===== config.mk =====
export PLATFORM = sky130hd
export DESIGN_NAME = seq_sdiv_8bit
export DESIGN_NICKNAME = d
export VERILOG_FILES = /design/src/rtl/seq_sdiv_8bit.sv
export SDC_FILE = /design/constraint.sdc
export NUM_CORES = 1
export LEC_CHECK = 0
export CORE_AREA = 2 2 101 74
export DETAILED_ROUTE_END_ITERATION = 6
export DIE_AREA = 0 0 103 76
export PLACE_DENSITY = 0.88
export SYNTH_ARGS = -nofsm -noshare
export SYNTH_HDL_FRONTEND = slang
export SYNTH_SLANG_ARGS = --single-unit

===== constraint.sdc =====
create_clock -name clk -period 4.31 [get_ports clk]
set_clock_uncertainty 0.2 [all_clocks]
set_input_delay 0.862 -clock clk [delete_from_list [all_inputs] [get_ports clk]]
set_output_delay 0.862 -clock clk [all_outputs]
set_load 0.1 [all_outputs]

===== src/rtl/seq_sdiv_8bit.sv =====
// Signed restoring divider: magnitudes are divided MSB-first one bit per clock, then signs are reapplied.
// Divide-by-zero and the -2^(W-1)/-1 overflow bypass the iteration and complete straight from IDLE.
module seq_sdiv_8bit #(
    parameter int WIDTH = 8
) (
    input  logic             clk,
    input  logic             rst,
    input  logic             in_valid,
    output logic             in_ready,
    input  logic [WIDTH-1:0] dividend,
    input  logic [WIDTH-1:0] divisor,
    output logic             out_valid,
    input  logic             out_ready,
    output logic [WIDTH-1:0] quotient,
    output logic [WIDTH-1:0] remainder,
    output logic             div_zero,
    output logic             ovf
);

    localparam int CW = $clog2(WIDTH);
    localparam logic [CW-1:0]    CNT_MAX = CW'(WIDTH - 1);
    localparam logic [CW-1:0]    CNT_ONE = CW'(1);
    localparam logic [WIDTH-1:0] Q_ONE   = WIDTH'(1);
    localparam logic [WIDTH-1:0] MOST_NEG = {1'b1, {(WIDTH-1){1'b0}}};

    typedef enum logic [1:0] {S_IDLE, S_CALC, S_FIX, S_DONE} state_t;

    state_t           r_state;
    state_t           w_next;
    logic             r_sign_n;
    logic             r_sign_d;
    logic [WIDTH-1:0] r_a;
    logic [WIDTH:0]   r_b;
    logic [WIDTH:0]   r_rem;
    logic [WIDTH-1:0] r_q;
    logic [CW-1:0]    r_cnt;
    logic [WIDTH-1:0] r_quotient;
    logic [WIDTH-1:0] r_remainder;
    logic             r_div_zero;
    logic             r_ovf;

    logic             w_accept;
    logic             w_dz;
    logic             w_ovf;
    logic [WIDTH-1:0] w_abs_n;
    logic [WIDTH-1:0] w_abs_d;
    logic [WIDTH+1:0] w_rp;
    logic [WIDTH+1:0] w_t;

    // A magnitude of 2^(W-1) still fits WIDTH bits when read as unsigned.
    assign w_abs_n  = dividend[WIDTH-1] ? -dividend : dividend;
    assign w_abs_d  = divisor[WIDTH-1]  ? -divisor  : divisor;
    assign w_dz     = (divisor == '0);
    assign w_ovf    = (dividend == MOST_NEG) && (divisor == '1);
    assign w_accept = in_valid && in_ready;

    assign w_rp = {r_rem, r_a[r_cnt]};
    assign w_t  = w_rp - {1'b0, r_b};

    assign in_ready  = (r_state == S_IDLE);
    assign out_valid = (r_state == S_DONE);
    assign quotient  = r_quotient;
    assign remainder = r_remainder;
    assign div_zero  = r_div_zero;
    assign ovf       = r_ovf;

    always_ff @(posedge clk) begin
        if (rst) r_state <= S_IDLE;
        else     r_state <= w_next;
    end

    always_comb begin
        w_next = r_state;
        case (r_state)
            S_IDLE:  if (in_valid) w_next = (w_dz || w_ovf) ? S_DONE : S_CALC;
            S_CALC:  if (r_cnt == '0) w_next = S_FIX;
            S_FIX:   w_next = S_DONE;
            S_DONE:  if (out_ready) w_next = S_IDLE;
            default: w_next = S_IDLE;
        endcase
    end

    always_ff @(posedge clk) begin
        if (rst) begin
            r_sign_n    <= 1'b0;
            r_sign_d    <= 1'b0;
            r_a         <= '0;
            r_b         <= '0;
            r_rem       <= '0;
            r_q         <= '0;
            r_cnt       <= '0;
            r_quotient  <= '0;
            r_remainder <= '0;
            r_div_zero  <= 1'b0;
            r_ovf       <= 1'b0;
        end else begin
            case (r_state)
                S_IDLE: begin
                    if (w_accept) begin
                        r_sign_n <= dividend[WIDTH-1];
                        r_sign_d <= divisor[WIDTH-1];
                        r_a      <= w_abs_n;
                        r_b      <= {1'b0, w_abs_d};
                        r_rem    <= '0;
                        r_q      <= '0;
                        r_cnt    <= CNT_MAX;
                        if (w_dz) begin
                            r_quotient  <= dividend[WIDTH-1] ? Q_ONE : '1;
                            r_remainder <= dividend;
                            r_div_zero  <= 1'b1;
                            r_ovf       <= 1'b0;
                        end else if (w_ovf) begin
                            r_quotient  <= dividend;
                            r_remainder <= '0;
                            r_div_zero  <= 1'b0;
                            r_ovf       <= 1'b1;
                        end
                    end
                end
                S_CALC: begin
                    // Negative trial difference means the subtraction is undone.
                    r_rem      <= w_t[WIDTH+1] ? w_rp[WIDTH:0] : w_t[WIDTH:0];
                    r_q[r_cnt] <= ~w_t[WIDTH+1];
                    r_cnt      <= r_cnt - CNT_ONE;
                end
                S_FIX: begin
                    r_quotient  <= (r_sign_n ^ r_sign_d) ? -r_q : r_q;
                    r_remainder <= r_sign_n ? -r_rem[WIDTH-1:0] : r_rem[WIDTH-1:0];
                    r_div_zero  <= 1'b0;
                    r_ovf       <= 1'b0;
                end
                default: ;
            endcase
        end
    end

endmodule


# Word-level counts from Yosys, hierarchy flattened
# Index checks and enable logic that the tools add are counted.
# word_totals
inputBits	20
regBits	58
output_inout_bits	20
# classes
eq_ne	10
mux	38
order_cmp	2
n_bitwise	2
add_sub_neg	6
reduce_logical	13
# op_table
op	count
two-way mux 8 bit	12
case mux 8 bit (2 select lines)	3
negation 8 bit	4
two-way mux 9 bit	2
case mux 9 bit (2 select lines)	1
== test 8 bit, second input constant	2
subtractor 10 x 8 -> 10 bit	1
bitwise mux 8 bit	1
zero test 8 bit	1
two-way mux 1 bit	8
two-way mux 2 bit	4
case mux 2 bit (4 select lines)	1
case mux 3 bit (2 select lines)	1
AND reduction 3 bit	2
== test 2 bit, second input constant	2
less-than comparator 3 x 4 -> 1 bit, second input constant	1
!= test 2 x 1 -> 1 bit, second input constant	2
!= test 2 bit, second input constant	2
case mux 1 bit (2 select lines)	2
AND reduction 2 bit	2
nonzero test 2 bit	2
binary-select mux 1 bit (select 3 bit)	1
demux 1 bit (select 3 bit)	1
greater-or-equal comparator 3 x 1 -> 1 bit, second input constant	1
other kinds (10)	12

# Depth between registers and ports, before layout
# logic_depth
depth_word	6
depth_mapped	14

# Worst setup path before layout
# Ideal clock, no wire load.
# synth_timing
path_type	register to register
startpoint	register r_cnt[1]
endpoint	register r_rem[8]
arrival_ns	2.854
stages_incl_launch_ff	13
setup_time_ns	0.122
synth_period_minus_slack_ns	3.176
path_slack_ns	1.134
path_cell_list	dfxtp_1 -> clkbuf_1 -> mux4_2 -> a21oi_1 -> ha_1 -> inv_1 -> fa_1 -> a211oi_1 -> o21ai_0 -> a31o_2 -> nor3b_1 -> xnor2_1 -> o21ai_1
# synth_between
elab_chain_cells	5
# synth_lines
element	line_no	source
start: declaration	36	logic [CW-1:0] r_cnt;
start signal: assignment	124	r_cnt <= r_cnt - CNT_ONE;
binary-select mux 1 bit (select 3 bit)	57	assign w_rp = {r_rem, r_a[r_cnt]};
two-way mux 1 bit (implied by the code)	57	
subtractor 10 x 8 -> 10 bit	58	assign w_t = w_rp - {1'b0, r_b};
two-way mux 9 bit	122	r_rem <= w_t[WIDTH+1] ? w_rp[WIDTH:0] : w_t[WIDTH:0];
case mux 9 bit (2 select lines)	97	case (r_state)
end signal: assignment	122	
end: declaration	34	logic [WIDTH:0] r_rem;
# Every way passes these cells. The select of a mux whose other input is x is not followed.
# A chain may end at the register's enable or synchronous reset.

# Final worst setup path
# layout_timing
startpoint	register r_state[0]
endpoint	output in_ready
# layout_between
elab_chain_cells	1
# layout_lines
element	line_no	source
start: declaration	28	state_t r_state;
start signal: assignment	69	else r_state <= w_next;
zero test 2 bit	60	assign in_ready = (r_state == S_IDLE);
end: declaration	9	output logic in_ready,
# Every way passes these cells.

==> run_results.csv <==
group,metric,value,unit
power,pwr_density_cell,854,nW/um^2
route,drc,0,
floorplan,core,6960,um^2
finish,n_antenna_cell,0,
synth,synth_edf_count,0,
floorplan,die_h,76,um
run,maxCapViolations,0,
critical_path,required,3.25,ns
global_route,grt_max_degree,35,
timing,finalSetupTns,0,ns
clock_tree,hold_buffers,0,
placed_design,globalplace.congestion,0.913,
finish,final_common_cell,"dfxtp_1",
clock_tree,clock-root-buffer,"clkbuf_8",
clock_tree,cts_setup_buffers,0,
route,via_per_inst,6.02,
finish,fill_cells,591,
placed_design,dp_hpwl,7110,um
synth,netlist.top_cell.by_area,"dfxtp_1",
synth,ys_ff_latch,58,
synth,synthesis.area,3780,um^2
timing,setup_viol,0,
route,wl_met2,4230,um
clock_tree,htree_levels,3,
synth,syn_area_per_cell,8.37,um^2
synth,synth.distinct_cells,64,
synth,postSynth.asyncResetShare,0,
route,wl_met1,4430,um
clock_tree,clk_path_buf_depth,2,
global_route,grt_first_pass_wirelength,15700,um
synth,synth_warnings,0,
route,drt-pass1-iter-count,5,
floorplan,start_util,0.543,
route,ant_nets,0,
worst_hold_path,worstHoldStart,"r_a[0]",
floorplan,rows,26,
finish,area_growth_syn_to_layout,16.9,%
timing,fin_ws,0.808,ns
critical_path,criticalPathCategory,"reg -> out",
synth,syn_inst,452,
synth,ys_top_cells_by_area,"dfxtp_1, ha_1, nor2_1",
floorplan,die_w,103,um
floorplan,io_pins,40,
power,ir_drop,0.512,mV
power,power.leakage,1.64,nW
timing,fin_crit,3.50,ns
floorplan,die-area,7830,um^2
critical_path,cp-end-kind,"output port",
clock_tree,clock_latency,0.34,ns
power,power.total,3.77,mW
timing,finalMaxSlewViolations,0,
global_route,grt-ovfl-total,0,
global_route,antenna_found_initial,0,
run_status,status,"completed",
synth,synth_nets,493,
finish,drive_above_1_share,0.115,
worst_hold_path,min_path_cells,2,
clock_tree,cts_resized,0,
clock_tree,clkTransAtPathRegs,0.07,ns
global_route,track_usage,0.253,
finish,final_util,0.635,
route,drtIter0Drc,248,
placed_design,dp_slack,0.800,ns
timing,maxSlewHeadroom,0.334,
route,wire_per_inst,16.6,um
critical_path,worstReg2RegStart,"r_cnt[2]",
route,routed-wl-met3,847,um
route,routed_wl,9680,um
timing,hold_viol,0,
route,routed.top_layer,"met4",
critical_path,ff2ff_path_depth,11,
finish,final_cell_mix,"dfxtp_1, nor2_1, clkdlybuf4s50_1, nand2_1",
clock_tree,cts_tree,"yes",
timing,hold_ws,0.256,ns
route,via_count,3513,
placed_design,portBuffers,39,
finish,finalNetCount,522,
worst_hold_path,hp-class,"reg -> reg",
critical_path,reg2reg_to,"r_rem[4]",
clock_tree,clock_sinks,58,
worst_hold_path,worstHoldEndpoint,"r_a[0]",
critical_path,startpoint_type,"flop",
critical_path,reg2reg_slack,0.88,ns
critical_path,cp.arrival,2.44,ns
global_route,grt_pass1_vias,3219,
critical_path,crit_path_max_fanout,11,
timing,period_share,0.812,
clock_tree,cts_inserted_buffers,9,
timing,worstMarginPinSlew,0.999,ns
synth,ys_seq_area_frac,0.307,
synth,ys.flop_type,"dfxtp_1",
timing,clock.fmax,286,MHz
synth,synth_top_area_share,0.307,
timing,rsz0062_at_grt,"no",
area by class of cell:
type / instances / area, um^2 / area share
clock inverters: 4 / 97.6 / 0.0221
flip-flops and latches: 58 / 1160 / 0.263
multi-input cells: 344 / 2370 / 0.537
well taps: 98 / 123 / 0.0277
clock buffers: 12 / 155 / 0.0351
repair buffers: 43 / 415 / 0.0940
inverters: 25 / 93.8 / 0.0212
kinds of logic (layout without fill, tap and decap cells):
logic type | Yosys count | in the layout | synth area share
flip-flops | 58 | 58 | 0.307
AO/OA/AOI/OAI | 123 | 123 | 0.240
multiplexers | 13 | 13 | 0.0381
AND/OR/NAND/NOR | 157 | 157 | 0.204
XOR/XNOR | 30 | 30 | 0.0745
adder cells (fa/ha/maj) | 21 | 21 | 0.0715
buffers and inverters | 50 | 84 | 0.0652
cells in the mapped netlist (3+ instances only):
library cell and instances:
clkbuf_1 15, xnor2_1 15, inv_1 25, o211ai_1 3
xor2_1 14, nand4_1 3, mux2i_1 11, a22oi_1 11
nand2_1 34, dfxtp_1 58, a21oi_1 25, nand2b_1 8
nor3_1 11, nor2_1 53, o31ai_1 5, a31oi_1 4
a211oi_2 13, o21ai_1 8, nor4_1 3, ha_1 20
a32oi_1 5, nand3_1 9, nor3b_1 4, o21ai_0 15
nor2_2 11, buf_2 3, nor2b_1 3, a211oi_1 17
metal layers:
layer | track usage | up-vias
li1 | - | 1679
met1 | 0.368 | 1642
met2 | 0.369 | 174
met3 | 0.0697 | 18
met4 | 0.0671 | 0
met5 | 0 | -
registers in the layout (all words and copies together) (netlist names):
register and cells:
div_zero 1, ovf 1, r_state 2, r_a 8, r_rem 9, r_sign_d 1, remainder 8, r_q 8
r_cnt 3, r_b 8, quotient 8, r_sign_n 1
how the worst max path moves through the flow:
stage	to	start	slack (ns)
6_report	in_ready	r_state[0]	0.81
5_1_grt	r_rem[0]	r_cnt[2]	0.63
4_1_cts	in_ready	r_state[0]	0.82
3_5_place_dp	ovf	dividend[7]	0.80
3_3_place_gp	remainder[7]	dividend[7]	0.90
2_1_floorplan	r_rem[8]	r_cnt[1]	1.13
worst max-delay path: stages, from the launching register on:
cell and delay, ns:
dfxtp_1 0.34, inv_1 0.09, ha_1 0.45, clkdlybuf4s50_1 1.22
per-stage QoR:
step | instances | instance area (um^2)
3_5_place_dp | 568 | 4170
3_3_place_gp | 568 | 4170
6_report | 584 | 4420
4_1_cts | 584 | 4420
2_1_floorplan | 452 | 3780
5_1_grt | 584 | 4420
where the power goes:
part | total (mW) | internal [mW] | switching (mW)
sequential | 0.862 | 0.682 | 0.181
combinational | 2.27 | 0.782 | 1.49
clock | 0.640 | 0.416 | 0.224
(Power assumes the default switching activity.)
